File: src/rtl/bcd_pkg.sv
// -----------------------------------------------------------------------------
// bcd_pkg
// Shared definitions for the sequential BCD-to-binary converter:
//   - default digit count and binary result width
//   - FSM state encoding
//   - largest legal BCD digit value and a digit-validity helper
// -----------------------------------------------------------------------------
package bcd_pkg;

  localparam int NUM_DIGITS_DEF = 3;
  localparam int BIN_W_DEF      = 10;

  localparam logic [3:0] BCD_MAX_DIGIT = 4'd9;

  typedef enum logic [1:0] {
    ST_IDLE    = 2'd0,
    ST_CONVERT = 2'd1,
    ST_DONE    = 2'd2
  } state_t;

  // True when a nibble is a legal decimal digit (0..9).
  function automatic logic digit_ok(input logic [3:0] d);
    return (d <= BCD_MAX_DIGIT);
  endfunction

endpackage

File: src/rtl/bcd_digit_adjust.sv
// -----------------------------------------------------------------------------
// bcd_digit_adjust
// One digit of the reverse double-dabble correction: after the working
// register has been shifted right, a digit that reads 8 or more carried a
// "ten" down from the digit above and must be reduced by 3.
// Ports:
//   din  - 4-bit digit after the right shift
//   dout - corrected 4-bit digit
// -----------------------------------------------------------------------------
module bcd_digit_adjust (
  input  logic [3:0] din,
  output logic [3:0] dout
);

  // Subtract 3 from digits at or above 8, pass others through.
  always_comb begin
    dout = din;
    if (din >= 4'd8) begin
      dout = din - 4'd3;
    end else begin
      dout = din;
    end
  end

endmodule

File: src/rtl/bcd_to_binary_seq.sv
// -----------------------------------------------------------------------------
// bcd_to_binary_seq
// Sequential packed-BCD to binary converter using reverse double-dabble.
// The working register {digits, bin} is shifted right once per clock and every
// digit that ends up >= 8 is reduced by 3; after BIN_W iterations the binary
// value sits in bin. An input with any digit above 9 is rejected at once
// with err=1 and bin_out=0.
// Ports:
//   clk      - clock, rising edge active
//   reset_n  - asynchronous active-low reset
//   start    - conversion request, sampled only in IDLE
//   bcd_in   - packed BCD, most significant digit in the top nibble
//   busy     - high while a conversion is running
//   done     - one-cycle pulse when a result (or error) is available
//   bin_out  - binary result, held until the next completion
//   err      - last accepted input contained an illegal digit
// -----------------------------------------------------------------------------
module bcd_to_binary_seq
  import bcd_pkg::*;
#(
  parameter int NUM_DIGITS = NUM_DIGITS_DEF,
  parameter int BIN_W      = BIN_W_DEF
) (
  input  logic                    clk,
  input  logic                    reset_n,
  input  logic                    start,
  input  logic [4*NUM_DIGITS-1:0] bcd_in,
  output logic                    busy,
  output logic                    done,
  output logic [BIN_W-1:0]        bin_out,
  output logic                    err
);

  localparam int DW    = 4 * NUM_DIGITS;
  // Counter must reach BIN_W itself without wrapping.
  localparam int CNT_W = $clog2(BIN_W + 1);
  localparam logic [CNT_W-1:0] LAST_ITER = CNT_W'(BIN_W - 1);
  localparam logic [CNT_W-1:0] CNT_ONE   = CNT_W'(1);

  state_t           state;
  state_t           state_next;
  logic [DW-1:0]    digits;
  logic [DW-1:0]    digits_next;
  logic [BIN_W-1:0] bin;
  logic [BIN_W-1:0] bin_next;
  logic [CNT_W-1:0] cnt;
  logic [CNT_W-1:0] cnt_next;
  logic             busy_next;
  logic             done_next;
  logic [BIN_W-1:0] bin_out_next;
  logic             err_next;

  logic [DW+BIN_W-1:0] work;
  logic [DW-1:0]       adj_digits;
  logic [BIN_W-1:0]    shifted_bin;
  logic                any_bad;

  // One iteration: shift the whole working register right by one bit.
  assign work        = {digits, bin} >> 1;
  assign shifted_bin = work[BIN_W-1:0];

  for (genvar i = 0; i < NUM_DIGITS; i++) begin : g_adj
    bcd_digit_adjust u_adj (
      .din  (work[BIN_W + 4*i +: 4]),
      .dout (adj_digits[4*i +: 4])
    );
  end

  // Flag any nibble of the incoming word that is not a decimal digit.
  always_comb begin
    any_bad = 1'b0;
    for (int i = 0; i < NUM_DIGITS; i++) begin
      any_bad = any_bad | ~digit_ok(bcd_in[4*i +: 4]);
    end
  end

  // Next-state, datapath and next-output logic for the converter FSM.
  always_comb begin
    state_next   = state;
    digits_next  = digits;
    bin_next     = bin;
    cnt_next     = cnt;
    busy_next    = busy;
    done_next    = 1'b0;
    bin_out_next = bin_out;
    err_next     = err;

    case (state)
      ST_IDLE: begin
        busy_next = 1'b0;
        if (start) begin
          if (any_bad) begin
            // Illegal digit: report immediately, never go busy.
            state_next   = ST_DONE;
            done_next    = 1'b1;
            err_next     = 1'b1;
            bin_out_next = {BIN_W{1'b0}};
          end else begin
            state_next  = ST_CONVERT;
            digits_next = bcd_in;
            bin_next    = {BIN_W{1'b0}};
            cnt_next    = {CNT_W{1'b0}};
            busy_next   = 1'b1;
          end
        end else begin
          state_next = ST_IDLE;
        end
      end

      ST_CONVERT: begin
        digits_next = adj_digits;
        bin_next    = shifted_bin;
        cnt_next    = cnt + CNT_ONE;
        if (cnt == LAST_ITER) begin
          // Final iteration: the shifted bin is the finished result.
          state_next   = ST_DONE;
          done_next    = 1'b1;
          busy_next    = 1'b0;
          bin_out_next = shifted_bin;
          err_next     = 1'b0;
        end else begin
          busy_next = 1'b1;
        end
      end

      ST_DONE: begin
        // start is deliberately ignored here.
        state_next = ST_IDLE;
        busy_next  = 1'b0;
      end

      default: begin
        state_next = ST_IDLE;
        busy_next  = 1'b0;
      end
    endcase
  end

  // State, working register and registered outputs.
  always_ff @(posedge clk or negedge reset_n) begin
    if (!reset_n) begin
      state   <= ST_IDLE;
      digits  <= {DW{1'b0}};
      bin     <= {BIN_W{1'b0}};
      cnt     <= {CNT_W{1'b0}};
      busy    <= 1'b0;
      done    <= 1'b0;
      bin_out <= {BIN_W{1'b0}};
      err     <= 1'b0;
    end else begin
      state   <= state_next;
      digits  <= digits_next;
      bin     <= bin_next;
      cnt     <= cnt_next;
      busy    <= busy_next;
      done    <= done_next;
      bin_out <= bin_out_next;
      err     <= err_next;
    end
  end

endmodule

File: config.mk
export PLATFORM = sky130hd
export DESIGN_NAME = bcd_to_binary_seq
export DESIGN_NICKNAME = d
export VERILOG_FILES = /design/src/rtl/bcd_pkg.sv /design/src/rtl/bcd_digit_adjust.sv /design/src/rtl/bcd_to_binary_seq.sv
export SDC_FILE = /design/constraint.sdc
export NUM_CORES = 1
export LEC_CHECK = 0
export BUFFER_PORTS_ARGS = -buffer_cell sky130_fd_sc_hd__clkbuf_2
export CAP_MARGIN = 20
export CORE_ASPECT_RATIO = 0.5
export CORE_MARGIN = 3
export CORE_UTILIZATION = 50
export DETAILED_ROUTE_END_ITERATION = 8
export PLACE_DENSITY = 0.77
export SYNTH_ARGS = -nofsm -noshare
export SYNTH_HDL_FRONTEND = slang
export SYNTH_HIERARCHICAL = 1
export SYNTH_SLANG_ARGS = --single-unit
File: constraint.sdc
create_clock -name clk -period 2.5 [get_ports clk]
set_input_delay 0.25 -clock clk [delete_from_list [all_inputs] [get_ports clk]]
set_output_delay 0.25 -clock clk [all_outputs]
set_load 0.005 [all_outputs]
After elaboration in Yosys (flattened, before gate mapping)
Cells that the tools add are included.
Widths: inputs -> output; s select.
{"block": "totals", "regBits": 41, "output_inout_bits": 13, "word_cells": 65}
{"block": "classes", "muxes": 32, "bitwise_logic": 5, "n_reduce_logical": 4, "n_addsub": 4, "eq_ne": 6, "order_cmp": 6}
{"operator": "$mux 10", "n": 5}
{"operator": "$pmux 10 s2", "n": 2}
{"operator": "$mux 12", "n": 2}
{"operator": "$pmux 12 s2", "n": 1}
{"operator": "$mux 4", "n": 5}
{"operator": "$le 4x4->1 const B", "n": 3}
{"operator": "$mux 1", "n": 9}
{"operator": "$ge 4x4->1 const B", "n": 2}
{"operator": "$ne 2x2->1 const B", "n": 4}
{"operator": "$pmux 4 s2", "n": 1}
{"operator": "$sub 4x2->4 const B", "n": 2}
{"operator": "$mux 2", "n": 3}
{"operator": "$pmux 1 s2", "n": 3}
{"operator": "$add 4x1->4 const B", "n": 1}
{"operator": "$eq 4x4->1 const B", "n": 1}
{"operator": "$ge 3x4->1 const B", "n": 1}
{"operator": "$pmux 2 s2", "n": 1}
{"operator": "$reduce_and 4->1", "n": 1}
{"operator": "$sub 3x2->4 const B", "n": 1}
{"operator": "$not 1->1", "n": 3}
{"operator": "$reduce_and 3->1", "n": 1}
{"operator": "$eq 2x1->1 const B", "n": 1}
{"operator": "$logic_not 2->1", "n": 1}
{"operator": "$or 1x1->1", "n": 2}
{"operator": "$reduce_bool 2->1", "n": 1}

Logic depth before layout (Yosys ltp)
Gate-level depths: netlist of the first run.
{"block": "logic_depth", "ltp_word": 7, "mapped_depth": 7, "depth_no_buf": 6}

Modules after synthesis
Netlist of the first run, hierarchy kept.
{"mod": "bcd_to_binary_seq", "n_inst": 1, "area_each_um2": 1701.6, "cells_per_inst": 142}
{"mod": "bcd_digit_adjust", "n_inst": 3, "area_each_um2": 76.3, "cells_per_inst": 11}

Worst setup path after synthesis of the first run
No wires, ideal clock.
{"block": "synth_timing", "path_kind": "flip-flop to flip-flop", "from": "register cnt[1]", "to": "register bin_out[4]", "arrival_time_ns": 1.405, "stages_incl_launch_ff": 8, "setup_slack_ns": 0.970, "n_path_buf": 1, "synth_period_minus_slack_ns": 1.530, "cell_sequence": "dfrtp_1 -> inv_1 -> ha_1 -> nand2_1 -> nor3_4 -> a21oi_2 -> buf_6 -> mux2_4"}
{"block": "synth_between", "elab_chain_cells": 3}
{"element": "start, declared", "line_no": "bcd_to_binary_seq.sv:46", "rtl": "logic [CNT_W-1:0] cnt;"}
{"element": "start signal, assigned", "line_no": "bcd_to_binary_seq.sv:145", "rtl": "cnt <= {CNT_W{1'b0}};"}
{"element": "start signal, assigned", "line_no": "bcd_to_binary_seq.sv:154", "rtl": "cnt <= cnt_next;"}
{"element": "$eq 4x4->1", "line_no": "bcd_to_binary_seq.sv:114", "rtl": "if (cnt == LAST_ITER) begin"}
{"element": "$ne 2x2->1 (no line)"}
{"element": "$reduce_and 4->1 (no line)"}
{"element": "end signal, assigned", "line_no": "bcd_to_binary_seq.sv:148", "rtl": "bin_out <= {BIN_W{1'b0}};"}
{"element": "end signal, assigned", "line_no": "bcd_to_binary_seq.sv:157", "rtl": "bin_out <= bin_out_next;"}
{"element": "end, declared", "line_no": "bcd_to_binary_seq.sv:30", "rtl": "output logic [BIN_W-1:0] bin_out,"}
No other way between the ends.
A chain may end at the register's enable or synchronous reset.

Worst setup path after layout of the first run
{"block": "layout_timing", "from": "register cnt[0]", "to": "register bin_out[1]"}
Same word-level chain as after synthesis.

==> flow_summary.toml, run 1 <==
[status]
status = "finished clean"

[global_routing]
grt_pass1_vias = 1354
antenna_found_initial = 0
grt.total_usage_pct = 17.67
grt_max_degree = 41
grt_overflow_total = 0
grt_pass1_wl_microns = 6244

[worst_hold_path]
hp-class = "in -> async"

[detailed_routing]
drt-pass1-iter-count = 4
routed-via-count = 1316
ant_nets = 0
drt_iter0_markers = 60
wire_per_inst_microns = 13.93
via_per_inst = 5.042
remaining_drc_errors = 0
wl_microns = 3635

[power]
intPower_mw = 1.594
p_per_area_mw_per_mm2 = 1119
irDropWorstVdd_mv = 0.4939
swShare_pct = 36.51
clkPwrFrac_pct = 22.3
power_leakage_nw = 1.164
combPwrFrac_pct = 34.8
p_switching_mw = 0.9167
power.share.sequential_pct = 42.9

[floorplanning]
num_rows = 15
io_pins = 28
die_area_sq_mm = 0.004688
die-height_microns = 49.94
initial_core_util_pct = 54.14
core_sq_mm = 0.003566
die_w_microns = 93.88

[finish]
fin_nets = 232
final.fill_count = 287
stdcell_area_sq_mm = 0.002245
area_delta_synth_final_pct = 16.27
antenna_cells = 0
finalNonFillerCells = 261
multi_input_area_sq_um = 859.6
drive_gt1_share_pct = 21.90
final-seq-area_sq_mm = 0.001001

[timing]
post-route-period-util_pct = 74.42
setup_viol = 0
min_period_ns = 1.860
fmax_mhz = 537.5
rsz0062_at_grt = "false"
hold_viol = 0
setup_tns_ns = 0
worst_slack_ns = 0.6395
timing.hold.ws_ns = 0.09069
final_max_slew_viol_count = 0
worst_slew_pin_slew_ns = 0.9550
skew_ns = 0.004301
slew_headroom_pct = 36.33

[clock_network]
cts.repair.resized = 0
cts_made_buffers = 5
clk_path_buf_depth = 2
holdBufCountCts = 0
cts_tree = "built"
clock-sinks = 40
htreeDepth = 2
cts_setup_buffers = 0
clk-insertion-delay-late_ns = 0.30
root_buffer = "clkbuf_8"
path_clk_slew_ns = 0.08

[place]
portBuffers = 27
gp_congestion = 0.8112
place_area_sq_mm = 0.002123
dp.final_hpwl_microns = 2478
pre_cts_ws_ns = 0.6460
dp.cells = 253

[critical_path]
worstPathRequired_ns = 2.69
cpPeakStageDelay_ns = 0.50
path_class = "reg -> reg"
cp.arrival_ns = 2.05
cp_slowest_cell = "a21oi_2"
cp-end-kind = "flop"
cp_top_family = "compound AO/OA/AOI/OAI gates"
path_cells = "ha_1 > nand2_1 > nor3_4 > a21oi_2 > mux2_2"
cp_max_fo = 13
cp-start-kind = "flop"
crit_buf_inv = 0

[logic_synthesis]
netlist-cell-type-count = 30
avgSynthCellArea_sq_um = 11.03
synth_area_sq_mm = 0.001931
ys_ff_latch = 40
syn_inst = 175
yosysSeqAreaShare_pct = 51.85
yosysWarningCount = 6

[run]
cap_violations = 0
==> power groups by stage <==
stage                     clock network (mW)  registers, mW  logic (mW)
after global placement                     0           1.08       0.818
after global routing                   0.600           1.12       0.998
after floorplan                            0           1.04       0.690
final                                  0.560           1.08       0.874
after CTS                              0.571           1.08       0.881
after detailed placement                   0           1.09       0.864
==> cell usage in the layout, fill, tap and decap left out, types with 2 or more instances in the layout <==
cell type,synthesis,final
dfrtp_1,40,40
a21boi_1,2,2
nand3_1,2,2
mux2_2,3,3
ha_1,8,8
clkbuf_2,0,27
a21oi_1,4,4
o21ai_1,16,16
and2b_1,2,2
and2_1,4,4
conb_1,1,5
or3_1,2,2
a22o_1,11,11
buf_4,1,3
clkbuf_8,0,6
xor2_1,3,3
mux2i_1,12,12
a21o_1,4,4
nand2b_1,3,3
inv_1,11,11
nor2b_1,4,4
o21ai_0,7,7
xnor2_1,3,3
nand2_1,20,20
==> state kept, by name, indices dropped and copies added, names as in the netlist <==
signal   cells
err          1
state        2
busy         1
bin          9
cnt          4
done         1
digits      12
bin_out     10
==> worst register-to-register path, cell delays in order (launching register included) <==
cell     delay [ns]
dfrtp_1        0.42
ha_1           0.21
nand2_1        0.12
nor3_4         0.08
a21oi_2        0.50
mux2_2         0.41
==> cell families (layout without fill, tap and decap cells) <==
| kind of cell | Yosys count | count (layout) | synth area share [%] |
|---|---|---|---|
| multiplexers | 16 | 16 | 8.749 |
| AO/OA/AOI/OAI | 46 | 46 | 15.62 |
| adder cells (fa/ha/maj) | 8 | 8 | 5.185 |
| flip-flops | 40 | 40 | 51.85 |
| buffers and inverters | 18 | 49 | 4.407 |
| XOR/XNOR | 6 | 6 | 2.722 |
| AND/OR/NAND/NOR | 40 | 40 | 11.28 |
| other | 1 | 5 | 0.1942 |
==> worst paths after layout <==
kind | from | endpoint | slack, ns | cells after the start
setup / recovery | cnt[0]$_DFFE_PN0P_ | bin_out[1]$_DFFE_PN0P_ | 0.64 | 5
hold / removal | reset_n | digits[9]$_DFFE_PN0P_ | 0.09 | 1
setup reg to reg | cnt[0]$_DFFE_PN0P_ | bin_out[1]$_DFFE_PN0P_ | 0.64 | 5
hold reg to reg | bin[4]$_DFFE_PN0P_ | bin[4]$_DFFE_PN0P_ | 0.48 | 1
max in group asynchronous | reset_n | cnt[1]$_DFFE_PN0P_ | 1.83 | 1
min in group clk | bcd_in[8] | digits[8]$_DFFE_PN0P_ | 0.23 | 3
==> layer usage <==
| layer | global-route usage [%] | part of all wire [%] |
|---|---|---|
| met3 | 4.573 | 3.2 |
| met4 | 7.194 | 1.7 |
| met2 | 28.44 | 47 |
| met5 | 0 | 0 |
| met1 | 22.83 | 48 |
==> cell usage after synthesis <==
cell type / instances / area (sq um)
xnor2_1: 3 / 26.28
buf_2: 5 / 25.02
nor2b_1: 4 / 25.02
nor3_4: 1 / 16.27
a21oi_1: 4 / 20.02
or3_1: 2 / 12.51
ha_1: 8 / 100.1
mux2_2: 3 / 33.78
a41oi_2: 1 / 16.27
mux2i_1: 12 / 120.1
xor2_1: 3 / 26.28
and2b_1: 2 / 15.01
a21o_1: 4 / 30.03
nand2_1: 20 / 75.07
conb_1: 1 / 3.750
mux2_4: 1 / 15.01
a22o_1: 11 / 96.34
a21boi_1: 2 / 15.01
inv_1: 11 / 41.29
nand2b_1: 3 / 18.77
and2_1: 4 / 25.02
buf_4: 1 / 7.510
buf_6: 1 / 11.26
a21oi_2: 1 / 8.760
nand2b_4: 1 / 13.76
o21ai_1: 16 / 80.08
dfrtp_1: 40 / 1001
nand4_1: 1 / 6.260
nand3_1: 2 / 10.01
o21ai_0: 7 / 35.03
==> layout make-up <==
class | instances | area share (%)
multi-input cells | 121 | 38.29
repair buffers | 30 | 7.023
well taps | 51 | 2.843
clock inverters | 2 | 1.728
flip-flops and latches | 40 | 44.59
clock buffers | 6 | 3.679
inverters | 11 | 1.839
==> metrics by stage <==
step	utilization (%)	total power, mW
after floorplan	-	1.735
after global placement	59.54	1.899
after detailed placement	59.54	1.953
after CTS	62.95	2.530
after global routing	62.95	2.718
final	62.95	2.511
(Power assumes the default switching activity.)
==> run 2, diff against run 1 <==
- PLACE_DENSITY: 0.77 -> 0.8
- clock period: 2.5 -> 1.7 ns (I/O delays scaled with it)
==> run 2 against run 1 <==
Net effect: clock skew grew 0.0014 ns; final cell count grew 1.9%; clock-buffer cell count is the same; sequential share of layout area shrank 0.52 points; global-route usage shrank 0.10 points; die area is the same; fmax grew 20%; largest cell class unchanged; largest power group unchanged; highest routed layer unchanged; non-clock buffer count grew 5; critical path type unchanged.
==> flow_summary.toml, run 2 (same netlist as run 1, synthesis figures left out) <==
[critical_path]
cpPeakStageDelay_ns = 0.43
cp.arrival_ns = 1.72
worstPathRequired_ns = 1.87
path_class = "reg -> reg"
cp_slowest_cell = "dfrtp_1"
cp_max_fo = 5
path_cells = "ha_1 > nand2_1 > nor3_4 > a21oi_2 > mux2_2"
cp-end-kind = "flop"
cp-start-kind = "flop"

[timing]
fmax_mhz = 646.7
min_period_ns = 1.546
final_max_slew_viol_count = 0
post-route-period-util_pct = 90.96
slew_headroom_pct = 66.32
setup_tns_ns = 0
hold_viol = 0
rsz0062_at_grt = "false"
skew_ns = 0.005716
worst_slew_pin_slew_ns = 0.5052
setup_viol = 0

[global_routing]
antenna_found_initial = 0
grt_overflow_total = 0
grt_pass1_wl_microns = 6327
grt_max_degree = 41
grt_pass1_vias = 1366
grt.total_usage_pct = 17.57

[power]
intPower_mw = 2.324
p_per_area_mw_per_mm2 = 1603
combPwrFrac_pct = 35.6
clkPwrFrac_pct = 20.8
power.share.sequential_pct = 43.6
p_total_mw = 3.639
irDropWorstVdd_mv = 0.7007
swShare_pct = 36.13
power_leakage_nw = 1.182
p_switching_mw = 1.315

[detailed_routing]
routed-via-count = 1354
via_per_inst = 5.090
ant_nets = 0
wire_per_inst_microns = 13.83
drt-pass1-iter-count = 4
wl_microns = 3679
remaining_drc_errors = 0
drt_iter0_markers = 31

[finish]
reg_top3 = "digits x12, bin_out x10, bin x9"
layout_common_cells = "dfrtp_1, clkbuf_2, nand2_1"
fin_nets = 237
top_register = "digits"
final.fill_count = 300
largest_register_ffs = 12
antenna_cells = 0
multi_input_area_sq_um = 859.6
drive_gt1_share_pct = 22.79
finalNonFillerCells = 266
final-seq-area_sq_mm = 0.001001
layout_commonest_cell = "dfrtp_1"
area_delta_synth_final_pct = 17.63

[place]
dp.final_hpwl_microns = 2638
gp_congestion = 0.8412
portBuffers = 27
dp.cells = 257

[clock_network]
cts_made_buffers = 5
htreeDepth = 2
path_clk_slew_ns = 0.07
clk-insertion-delay-late_ns = 0.29
clk_path_buf_depth = 2
root_buffer = "clkbuf_8"
cts_tree = "built"
clock-sinks = 40

[status]
status = "finished clean"

[worst_hold_path]
hp-class = "in -> reg"

[floorplanning]
initial_core_util_pct = 54.14
core_sq_mm = 0.003566
io_pins = 28
die_w_microns = 93.88
die-height_microns = 49.94
die_area_sq_mm = 0.004688
num_rows = 15

[run]
cap_violations = 0
run 2: cell types whose count changed in the layout (fill, tap and decap cells not counted), sizes merged:
cell	previous run	this run
buf	3	7
dlygate4sd3	0	1
run 2: stage by stage:
stage	setup WS [ns]	utilization [%]	hold WS, ns	cell area, sq um
final	0.1537	63.68	0.1539	2271
after global routing	0.07545	63.68	0.1788	2271
after global placement	0.2178	60.39	0.2478	2153
after detailed placement	0.1582	60.39	0.2569	2153
after floorplan	0.1697	-	-0.1256	1946
after CTS	0.1486	63.68	0.1497	2271
run 2: final cells by class:
type | count | area share [%]
tap | 51 | 2.810
sequential | 40 | 44.08
timing repair buffer | 35 | 8.705
inverter | 11 | 1.818
multi-input combinational | 121 | 37.85
clock inverter | 2 | 1.543
clock buffer | 6 | 3.196
run 2: timing repair:
item | CTS | global route
buffers inserted | 0 | 0
endpoints found under the hold margin | 40 | 0
resized for setup | 0 | 0
hold buffers | 1 | 0
run 2: layer usage:
metal / global-route usage [%] / vias to the layer above / wire length, microns
met1: 23.39 / 652 / 1715
met2: 27.03 / 28 / 1766
li1: - / 668 / -
met3: 5.488 / 6 / 159
met5: 0 / - / 0
met4: 6.475 / 0 / 37
run 2: critical path, delay by kind of cell, from the launching register on:
kind | cells | cell delay, ns
AO/OA/AOI/OAI | 1 | 0.25
flip-flops | 1 | 0.43
AND/OR/NAND/NOR | 2 | 0.17
multiplexers | 1 | 0.37
adder cells (fa/ha/maj) | 1 | 0.21
run 2: final timing paths:
path | slack, ns | depth (start not counted) | start | endpoint
hold reg to reg | 0.47 | 1 | bin[2]$_DFFE_PN0P_ | bin[2]$_DFFE_PN0P_
max in group asynchronous | 0.87 | 3 | reset_n | done$_DFF_PN0_
hold / removal | 0.15 | 3 | bcd_in[8] | digits[8]$_DFFE_PN0P_
setup reg to reg | 0.15 | 5 | cnt[0]$_DFFE_PN0P_ | bin_out[1]$_DFFE_PN0P_
min in group asynchronous | 0.46 | 3 | reset_n | digits[9]$_DFFE_PN0P_
setup / recovery | 0.15 | 5 | cnt[0]$_DFFE_PN0P_ | bin_out[1]$_DFFE_PN0P_
run 2: power groups by stage:
stage                     clock (mW)  combinational, mW  sequential, mW
after floorplan                    0               1.01            1.54
after global placement             0               1.24            1.59
after detailed placement           0               1.30            1.60
after CTS                      0.775               1.31            1.59
after global routing           0.821               1.48            1.64
final                          0.757               1.29            1.59
==> run 3, diff against run 2 <==
==> constraint.sdc (replaced) <==
create_clock -name clk -period 1.7 [get_ports clk]
set_input_delay 0.34 -clock clk [delete_from_list [all_inputs] [get_ports clk]]
set_output_delay 0.34 -clock clk [all_outputs]
set_load 0.005 [all_outputs]
==> run 3 against run 2 <==
Net effect: flip-flop and latch count is the same; combinational power hardly changed; sequential power about the same; design area fell by 1.6%; clock skew is 0.0015 ns lower; worst hold slack lost 0.065 ns; critical path depth did not move; via count shrank 0.37%; global-route usage decreased by 0.36 points; highest routed layer unchanged.
==> flow_summary.toml, run 3 (same netlist as run 1, synthesis figures left out) <==
[finish]
antenna_cells = 0
drive_gt1_share_pct = 23.00
fin_nets = 236
utilization_pct = 62.67
final.fill_count = 296
layout_common_cells = "dfrtp_1, clkbuf_2, nand2_1"
layout_commonest_cell = "dfrtp_1"
largest_register_ffs = 12
final-seq-area_sq_mm = 0.001001
reg_top3 = "digits x12, bin_out x10, bin x9"
area_delta_synth_final_pct = 15.75
multi_input_area_sq_um = 859.6
stdcell_area_sq_mm = 0.002235
top_register = "digits"

[run]
cap_violations = 0

[clock_network]
cts_tree = "built"
htreeDepth = 2
cts.repair.resized = 0
path_clk_slew_ns = 0.08
clk-insertion-delay-late_ns = 0.30
holdBufCountCts = 0
clock-sinks = 40
cts_made_buffers = 5
clk_path_buf_depth = 2
root_buffer = "clkbuf_8"
cts_setup_buffers = 0

[power]
clkPwrFrac_pct = 17.5
p_per_area_mw_per_mm2 = 1561
p_total_mw = 3.488
power.share.sequential_pct = 45.3
combPwrFrac_pct = 37.3
p_switching_mw = 1.322
swShare_pct = 37.89
power_leakage_nw = 1.163
irDropWorstVdd_mv = 0.6860
intPower_mw = 2.167

[floorplanning]
die_area_sq_mm = 0.004688
die_w_microns = 93.88
core_sq_mm = 0.003566
die-height_microns = 49.94
io_pins = 28
initial_core_util_pct = 54.14
num_rows = 15

[global_routing]
antenna_found_initial = 0
grt_pass1_vias = 1327
grt_pass1_wl_microns = 6189
grt_max_degree = 41
grt.total_usage_pct = 17.21
grt_overflow_total = 0

[detailed_routing]
ant_nets = 0
drt_iter0_markers = 39
drt-pass1-iter-count = 4
routed-via-count = 1349
wl_microns = 3579
wire_per_inst_microns = 13.56
remaining_drc_errors = 0
via_per_inst = 5.110

[place]
place_area_sq_mm = 0.002153
portBuffers = 27
dp.final_hpwl_microns = 2477
gp_congestion = 0.7807

[timing]
skew_ns = 0.004252
hold_viol = 0
final_max_slew_viol_count = 0
setup_tns_ns = 0
fmax_mhz = 642.0
min_period_ns = 1.558
post-route-period-util_pct = 91.63
setup_viol = 0
rsz0062_at_grt = "false"

[critical_path]
cp_slowest_cell = "dfrtp_1"
worstPathRequired_ns = 1.88
cp_max_fo = 5
cp-start-kind = "flop"
path_cells = "ha_1 > nand2_1 > nor3_4 > a21oi_2 > mux2_2"
path_class = "reg -> reg"
cp.arrival_ns = 1.74
cp-end-kind = "flop"
cpPeakStageDelay_ns = 0.43

[status]
status = "finished clean"

[worst_hold_path]
hp-class = "in -> async"
## run 3: cell count changes in the layout (fill, tap and decap cells not counted), sizes merged
cell	delta
clkbuf	-1
clkinvlp	+1
bufinv	-1
dlygate4sd3	-1
## run 3: final timing paths
| check | start | endpoint | slack [ns] | depth (start not counted) |
|---|---|---|---|---|
| max | cnt[0]$_DFFE_PN0P_ | bin_out[3]$_DFFE_PN0P_ | 0.14 | 5 |
| min | reset_n | digits[11]$_DFFE_PN0P_ | 0.09 | 2 |
| max reg2reg | cnt[0]$_DFFE_PN0P_ | bin_out[3]$_DFFE_PN0P_ | 0.14 | 5 |
| min reg2reg | bin[2]$_DFFE_PN0P_ | bin[2]$_DFFE_PN0P_ | 0.47 | 1 |
| max in group asynchronous | reset_n | bin_out[8]$_DFFE_PN0P_ | 1.26 | 2 |
| min in group clk | bcd_in[8] | digits[8]$_DFFE_PN0P_ | 0.33 | 3 |
## run 3: power by group through the flow
stage | clock network, mW | registers (mW) | logic, mW
6_report | 0.609 | 1.58 | 1.30
4_1_cts | 0.624 | 1.58 | 1.32
5_1_grt | 0.662 | 1.64 | 1.48
3_3_place_gp | 0 | 1.59 | 1.24
3_5_place_dp | 0 | 1.60 | 1.30
2_1_floorplan | 0 | 1.54 | 1.01
## run 3: through the flow
stage,hold WS (ns),instances,setup slack [ns]
final,0.08929,264,0.1424
after global routing,0.1398,264,0.04667
after CTS,0.1027,264,0.1322
after detailed placement,0.4231,257,0.03818
after global placement,0.4205,257,0.05334
after floorplan,0.04441,179,0.1697
## run 3: layout make-up
cell class              instances  area share, %
flip-flops and latches         40          44.79
well taps                      51          2.856
multi-input cells             121          38.47
inverters                      11          1.848
clock buffers                   5          3.080
clock inverters                 2         0.5599
repair buffers                 34          8.399
## run 3: worst max-delay path, delay by kind of cell, from the launching register on
kind | cells | cell delay [ns]
AOI/OAI and AO/OA | 1 | 0.24
and+or+nand+nor | 2 | 0.19
muxes | 1 | 0.37
adders and majority gates | 1 | 0.22
DFF | 1 | 0.43
## run 3: routing by layer
layer	track usage [%]	part of all wire (%)	wire length (microns)
met1	23.59	48	1718
met2	26.32	46	1648
met3	4.421	4.9	175
met4	6.475	1.1	38
met5	0	0	0
